[src/rtl/network_sequencer_pkg.sv]
// -----------------------------------------------------------------------------
// network_sequencer_pkg
// Shared types and constants for the network sequencer:
//   seq_state_t     - sequencer FSM state encoding
//   SEQ_CNT_W       - width of the phase down-counter
//   *_MIN / *_MAX   - legal ranges of the STREAM_LEN and WARMUP parameters
// -----------------------------------------------------------------------------
package network_sequencer_pkg;

  localparam int SEQ_CNT_W      = 16;

  localparam int STREAM_LEN_MIN = 1;
  localparam int STREAM_LEN_MAX = 65535;
  localparam int WARMUP_MIN     = 0;
  localparam int WARMUP_MAX     = 255;

  typedef enum logic [2:0] {
    S_IDLE,
    S_CLEAR,
    S_WARM,
    S_RUN,
    S_CAPTURE,
    S_DONE
  } seq_state_t;

endpackage

[src/rtl/network_sequencer_counter.sv]
// -----------------------------------------------------------------------------
// seq_counter
// Loadable down-counter used to time the WARM and RUN phases.
// Ports:
//   clk, rst  - clock, synchronous active-high reset
//   load      - load load_val this cycle (has priority over en)
//   load_val  - value loaded on load
//   en        - decrement this cycle (saturates at zero)
//   zero      - count is currently zero
// -----------------------------------------------------------------------------
module seq_counter
  import network_sequencer_pkg::*;
#(
  parameter int W = SEQ_CNT_W
) (
  input  logic         clk,
  input  logic         rst,
  input  logic         load,
  input  logic [W-1:0] load_val,
  input  logic         en,
  output logic         zero
);

  logic [W-1:0] cnt_q;
  logic [W-1:0] cnt_d;

  always_comb begin
    cnt_d = cnt_q;
    if (load) begin
      cnt_d = load_val;
    end else if (en && (cnt_q != '0)) begin
      cnt_d = cnt_q - 1'b1;
    end
  end

  always_ff @(posedge clk) begin
    if (rst) begin
      cnt_q <= '0;
    end else begin
      cnt_q <= cnt_d;
    end
  end

  assign zero = (cnt_q == '0);

endmodule

[src/rtl/network_sequencer.sv]
// -----------------------------------------------------------------------------
// network_sequencer
// Control sequencer for the stochastic bitstream network. Accepts one request
// (INPUT_SIZE x 32-bit integers, element 0 in the low bits), drives the
// network inputs, steps it through CLEAR -> WARM -> RUN -> CAPTURE, and returns
// the captured OUTPUT_SIZE x 32-bit outputs through a valid/ready handshake.
//
// Ports:
//   clk, rst              - clock, synchronous active-high reset
//   req_valid/ready/data  - request handshake and input vector
//   rsp_valid/ready/data  - response handshake and captured outputs
//   net_input             - held input vector to the network
//   net_n_rst             - active-low network reset (low in IDLE/CLEAR)
//   net_compute           - one-cycle capture strobe at the end of WARM/RUN
//   net_output            - network outputs, sampled in CAPTURE
//   abort                 - only with NETWORK_SEQUENCER_ABORT_EN defined:
//                           abandons a run in CLEAR/WARM/RUN
//   busy                  - not in IDLE
//
// Optional feature macro: NETWORK_SEQUENCER_ABORT_EN
// -----------------------------------------------------------------------------
module network_sequencer
  import network_sequencer_pkg::*;
#(
  parameter int INPUT_SIZE  = 2,
  parameter int OUTPUT_SIZE = 1,
  parameter int STREAM_LEN  = 256,
  parameter int WARMUP      = 8
) (
  input  logic                      clk,
  input  logic                      rst,
  input  logic                      req_valid,
  output logic                      req_ready,
  input  logic [INPUT_SIZE*32-1:0]  req_data,
  output logic                      rsp_valid,
  input  logic                      rsp_ready,
  output logic [OUTPUT_SIZE*32-1:0] rsp_data,
  output logic [INPUT_SIZE*32-1:0]  net_input,
  output logic                      net_n_rst,
  output logic                      net_compute,
  input  logic [OUTPUT_SIZE*32-1:0] net_output,
`ifdef NETWORK_SEQUENCER_ABORT_EN
  input  logic                      abort,
`endif
  output logic                      busy
);

  if (STREAM_LEN < STREAM_LEN_MIN || STREAM_LEN > STREAM_LEN_MAX) begin : g_bad_stream_len
    $error("network_sequencer: STREAM_LEN out of range");
  end
  if (WARMUP < WARMUP_MIN || WARMUP > WARMUP_MAX) begin : g_bad_warmup
    $error("network_sequencer: WARMUP out of range");
  end

  // Counter reload values; the counter runs N-1 .. 0 so a phase lasts N cycles.
  localparam logic [SEQ_CNT_W-1:0] WARM_LOAD = SEQ_CNT_W'((WARMUP > 0) ? WARMUP - 1 : 0);
  localparam logic [SEQ_CNT_W-1:0] RUN_LOAD  = SEQ_CNT_W'(STREAM_LEN - 1);

  seq_state_t state_q, state_d;
  logic [INPUT_SIZE*32-1:0]  net_input_q, net_input_d;
  logic [OUTPUT_SIZE*32-1:0] rsp_data_q,  rsp_data_d;

  logic                 cnt_load;
  logic [SEQ_CNT_W-1:0] cnt_load_val;
  logic                 cnt_en;
  logic                 cnt_zero;
  logic                 compute_raw;
  logic                 abort_hit;

  seq_counter #(.W(SEQ_CNT_W)) u_cnt (
    .clk      (clk),
    .rst      (rst),
    .load     (cnt_load),
    .load_val (cnt_load_val),
    .en       (cnt_en),
    .zero     (cnt_zero)
  );

`ifdef NETWORK_SEQUENCER_ABORT_EN
  assign abort_hit = abort;
`else
  assign abort_hit = 1'b0;
`endif

  always_comb begin
    state_d      = state_q;
    net_input_d  = net_input_q;
    rsp_data_d   = rsp_data_q;
    cnt_load     = 1'b0;
    cnt_load_val = RUN_LOAD;
    cnt_en       = 1'b0;
    req_ready    = 1'b0;
    rsp_valid    = 1'b0;
    net_n_rst    = 1'b1;
    compute_raw  = 1'b0;

    case (state_q)
      S_IDLE: begin
        req_ready = 1'b1;
        net_n_rst = 1'b0;
        if (req_valid) begin
          net_input_d = req_data;
          state_d     = S_CLEAR;
        end
      end
      S_CLEAR: begin
        net_n_rst = 1'b0;
        cnt_load  = 1'b1;
        if (WARMUP > 0) begin
          cnt_load_val = WARM_LOAD;
          state_d      = S_WARM;
        end else begin
          state_d      = S_RUN;
        end
      end
      S_WARM: begin
        cnt_en = 1'b1;
        if (cnt_zero) begin
          // Flush whatever the integrator accumulated while settling.
          compute_raw = 1'b1;
          cnt_load    = 1'b1;
          state_d     = S_RUN;
        end
      end
      S_RUN: begin
        cnt_en = 1'b1;
        if (cnt_zero) begin
          compute_raw = 1'b1;
          state_d     = S_CAPTURE;
        end
      end
      S_CAPTURE: begin
        rsp_data_d = net_output;
        state_d    = S_DONE;
      end
      S_DONE: begin
        rsp_valid = 1'b1;
        if (rsp_ready) begin
          state_d = S_IDLE;
        end
      end
      default: begin
        state_d = S_IDLE;
      end
    endcase

    if (abort_hit && (state_q == S_CLEAR || state_q == S_WARM || state_q == S_RUN)) begin
      state_d     = S_IDLE;
      compute_raw = 1'b0;
      cnt_load    = 1'b0;
      net_n_rst   = 1'b0;
    end
  end

  always_ff @(posedge clk) begin
    if (rst) begin
      state_q     <= S_IDLE;
      net_input_q <= '0;
      rsp_data_q  <= '0;
    end else begin
      state_q     <= state_d;
      net_input_q <= net_input_d;
      rsp_data_q  <= rsp_data_d;
    end
  end

  // A reset landing on the final RUN cycle must not leak a capture strobe.
  assign net_compute = compute_raw & ~rst;
  assign net_input   = net_input_q;
  assign rsp_data    = rsp_data_q;
  assign busy        = (state_q != S_IDLE);

endmodule
[config.mk]
export PLATFORM = sky130hd
export DESIGN_NAME = network_sequencer
export DESIGN_NICKNAME = d
export VERILOG_FILES = /design/src/rtl/network_sequencer_pkg.sv /design/src/rtl/network_sequencer_counter.sv /design/src/rtl/network_sequencer.sv
export SDC_FILE = /design/constraint.sdc
export NUM_CORES = 1
export LEC_CHECK = 0
export CORE_ASPECT_RATIO = 0.9
export CORE_UTILIZATION = 55
export DETAILED_ROUTE_END_ITERATION = 12
export DONT_BUFFER_PORTS = 1
export PLACE_DENSITY_LB_ADDON = 0.05
export REMOVE_ABC_BUFFERS = 1
export SLEW_MARGIN = 0
export SYNTH_ARGS = -nofsm -noshare
export SYNTH_HDL_FRONTEND = slang
export SYNTH_HIERARCHICAL = 1
export SYNTH_SLANG_ARGS = --single-unit
[constraint.sdc]
create_clock -name clk -period 5.89 [get_ports clk]
set_clock_uncertainty 0.2 [all_clocks]
set_input_delay 0.2945 -clock clk [delete_from_list [all_inputs] [get_ports clk]]
set_output_delay 0.2945 -clock clk [all_outputs]
set_load 0.01 [all_outputs]
Word-level counts from Yosys, hierarchy flattened:

Cells that the tools add are included.

* bits in registers: 115
* input bits: 100
* output and inout bits: 101
* word-level logic and storage cells: 41

* add/sub/neg operators: 1
* equality and inequality tests: 9
* multiplexer cells: 15
* bitwise operators: 2
* reductions and logical operators: 10

Operators by type and width (number)
* $mux 16: 2
* $pmux 3 s6: 1
* $logic_not 16->1: 1
* $reduce_bool 16->1: 1
* $sub 16x1->16 const B: 1
* $mux 3: 4
* $mux 8: 1
* $ne 2x2->1 const B: 4
* $eq 3x2->1 const B: 2
* $eq 3x3->1 const B: 2
* $mux 1: 6
* $reduce_and 4->1: 1
* $reduce_or 2->1: 2
* $eq 3x1->1 const B: 1
* $logic_not 3->1: 1
* $reduce_bool 3->1: 1
* $pmux 1 s2: 1
* $reduce_and 2->1: 1
* $reduce_bool 2->1: 1
* $and 1x1->1: 1
* $logic_and 1x1->1: 1
* $not 1->1: 1

Logic depth before layout (Yosys ltp):

* word-level depth: 6
* gate-level depth with buffers: 12
* gate-level depth less buffers: 10

Modules after synthesis:

The synthesis kept the hierarchy.

Modules (own cells, without submodules)
* network_sequencer: instances 1, cells an instance 453, area an instance 3565.9 sq um, sequential area each 1981.9 sq um
* seq_counter: instances 1, cells an instance 114, area an instance 944.7 sq um, sequential area each 320.3 sq um

Worst setup path after synthesis:

OpenSTA, ideal clock, no wires.

* path type: reg2reg
* start point: register u_cnt.cnt_q[7]
* end point: register u_cnt.cnt_q[10]
* library setup time: 0.086 ns
* arrival time: 2.639 ns
* slack: 2.965 ns
* stages on the path, launching flop included: 10
* path through: dfxtp_1 -> or4_4 -> and4bb_2 -> buf_6 -> nand2_1 -> mux2_2 -> nor2_1 -> clkinv_1 -> clkbuf_1 -> a211oi_1

* word-level cells in the longest chain between the ends: 4
* elaborated cells on any way between the ends: 9
* classes of those cells: 1 x add/sub; 4 x mux; 4 x reduce/logical

Ends and longest elaborated chain
* start, declared: RTL line network_sequencer_counter.sv:24 `logic [W-1:0] cnt_q;`
* start signal, assigned: RTL line network_sequencer_counter.sv:40 `cnt_q <= cnt_d;`
* $logic_not 16->1 (*): RTL line network_sequencer_counter.sv:44 `assign zero = (cnt_q == '0);`
* via cnt_zero: RTL line network_sequencer.sv:66 `logic cnt_zero;`
* $mux 1 (*): RTL line network_sequencer.sv:118 `if (cnt_zero) begin`
* $pmux 1 s2 (*): RTL line network_sequencer.sv:97 `case (state_q)`
* via cnt_load: RTL line network_sequencer.sv:63 `logic cnt_load;`
* $mux 16 or $reduce_bool 2->1 (tied branches)

The timed path passes the listed nets; every way through them passes the cells marked *. The select of a mux whose other input is x is not followed.
A chain may end at the register's enable or synchronous reset.

Final worst setup path:

* start point: register u_cnt.cnt_q[3]
* end point: register u_cnt.cnt_q[14]

Same word-level chain as after synthesis.

==> flow_summary.toml <==
[clock_tree]
cts-root-buf = "clkbuf_8"
cts.sinks = 115
cts_tree = "yes"
cts_resized = 0
cts_buffer_depth = 2
htreeDepth = 4
clk_latency_ns = 0.51
numCtsBuffers = 17
clk_pin_slew_ns = 0.06
cts_setup_buffers = 0

[synthesis]
yosysWarnings = 6
ys.flop_type = "dfxtp_1"
async_reset_ff_share_pct = 0
synth_area_um2 = 4511
syn_inst = 567
seq_area_frac_synth_pct = 51.04
synth_edf_count = 0
ys_seq_elements = 115
avgSynthCellArea_um2 = 7.955
synth_cell_types = 47

[routing]
top_layer = "met4"
drc = 0
dr_wl_met2_mm = 6.579
vias = 4236
wl_met1_mm = 5.017
ant_nets = 0
drtPass1Iterations = 4
wl_met3_um = 937
drt_wl_total_mm = 12.95
wl_per_cell_um = 16.90
drt_iter0_markers = 160
viasPerCell = 5.530

[critical_path]
start_kind = "flop"
crit_arrival_ns = 3.89
slowest_stage = "clkinv_1"
crit_chain = "nor4_1 > and4bb_2 > nand2_1 > mux2_2 > nor2_1 > clkinv_1 > o21bai_1 > a21oi_1"
critPathMaxStageDelay_ns = 0.67
crit_required_ns = 6.06
crit_type = "flop to flop"
end_kind = "flop"
critPathTopFamily = "simple AND/OR/NAND/NOR gates"
r2r_slack_ns = 2.17
crit_fanout = 27
crit_buf_inv = 1

[floorplan]
boundaryPins = 201
core_um2 = 7732
die-width_um = 97.46
num_rows = 30
dieArea_um2 = 8568
die_h_um = 87.91
start_util_pct = 58.33

[sta]
setup-tns-final_ns = 0
layout_min_cycle_time_ns = 3.718
hold_viol = 4
finalCritPeriodShare_pct = 63.12
tightestPinTransition_ns = 1.173
rsz0062_at_grt = "no"
setup_violations = 0
report.final.slew_viol_count = 0
relSlewSlack_pct = 21.73
holdWs_ns = -0.009340
max_freq_mhz = 269.0

[run_status]
status = "complete, but fails checks"
violations = "negative hold slack"

[placed_design]
hpwl_mm = 6.977
placed_area_um2 = 4466
port_buffers = 0
routabilityCongestion = 0.7995

[cells_and_area]
final_area_um2 = 6088
areaGrowthSynthToFinish_pct = 34.98
final_common_cell = "nand2_1"
final_cell_mix = "nand2_1 (204), dfxtp_1 (115), a21oi_1 (103)"
layout.nets = 758
insertedDiodeCount = 0
drive_above_1_share_pct = 7.164

[global_route]
grt_max_degree = 117
overflow = 0
grt_antenna_before_repair = 0
first_global_vias = 3946
grt_usage_pct = 29.62
grt_pass1_wl_mm = 19.71

[power_and_ir_drop]
p_leak_nw = 2.244
powerDensity_nw_per_um2 = 440.4
irDropWorstVdd_uv = 291.9

[run]
maxCapViolCount = 0

[min_path]
hp-class = "input pin to flop"
[final cells by class]
type	count	area, µm²
repair buffers	102	1031
clock buffers	19	431.7
fillers	509	1644
inverters	7	26.28
multi-input cells	414	1994
flip-flops and latches	115	2302
clock inverters	13	182.7
well taps	96	120.1
[repair_timing]
item | CTS | global route
endpoints found under the setup margin | 0 | 0
hold buffers | 99 | 0
endpoints found under the hold margin | 115 | 0
[stage by stage]
stage	utilization [%]	instances	power (mW)	worst slack (ns)	hold slack, ns
5_1_grt	78.74	766	2.808	1.825	0.02629
6_report	78.74	766	2.681	2.172	-0.009340
4_1_cts	78.74	766	2.679	2.196	0.005205
3_5_place_dp	57.75	635	1.554	2.219	0.1750
2_1_floorplan	-	536	1.434	-0.0004516	0.1636
3_3_place_gp	57.75	635	1.535	2.419	0.1723
[flip-flops by register name, summed over array words and instances, names as in the netlist]
signal / cells
u_cnt/cnt_q: 16
net_input: 64
state_q: 3
rsp_data: 32
[synth_stat cells, drive strengths merged, types with 2 or more instances]
library cell / instances / area, µm²
nand2: 204 / 765.7
dfxtp: 115 / 2302
a21oi: 103 / 515.5
clkbuf: 20 / 85.08
buf: 19 / 138.9
nor2: 19 / 71.32
nor3: 8 / 40.04
xnor2: 8 / 70.07
a211oi: 7 / 52.55
inv: 6 / 22.52
o21ai: 6 / 37.54
or3: 5 / 35.03
nor3b: 4 / 35.03
nor4: 4 / 25.02
a311oi: 3 / 26.28
o21bai: 3 / 22.52
a31oi: 2 / 12.51
and3b: 2 / 17.52
conb: 2 / 7.510
nand3: 2 / 10.01
nand3b: 2 / 15.01
nor2b: 2 / 12.51
o221ai: 2 / 17.52
or4: 2 / 18.77
[cell families (layout without fill, tap and decap cells)]
| family | Yosys count | after routing | share of synthesized area [%] |
|---|---|---|---|
| xor+xnor | 8 | 8 | 1.553 |
| fa+ha+maj | 1 | 1 | 0.2773 |
| mux | 2 | 2 | 0.4716 |
| buf+inv | 47 | 141 | 5.770 |
| simple gates | 263 | 263 | 24.99 |
| compound gates | 129 | 129 | 15.73 |
| other cells | 2 | 11 | 0.1665 |
| flops | 115 | 115 | 51.04 |
[worst paths after layout]
kind,from,end,cells after the start
min,rst,net_input[43]$_SDFFE_PP0P_,2
max,u_cnt/cnt_q[3]$_SDFFE_PP0P_,u_cnt/cnt_q[14]$_SDFFE_PP0P_,8
min reg2reg,net_input[25]$_SDFFE_PP0P_,net_input[25]$_SDFFE_PP0P_,2
max reg2reg,u_cnt/cnt_q[3]$_SDFFE_PP0P_,u_cnt/cnt_q[14]$_SDFFE_PP0P_,8
[metal layers]
metal	vias to the layer above	GRT usage, %
met1	1958	31.49
met4	0	16.44
met3	37	10.06
met2	188	52.51
met5	-	0
li1	2053	-
[report_power, final]
group	switching, mW	internal [mW]	total [mW]
combinational	0.337	0.247	0.584
clock	0.357	0.697	1.05
sequential	0.149	0.895	1.04
(Power assumes the default switching activity.)
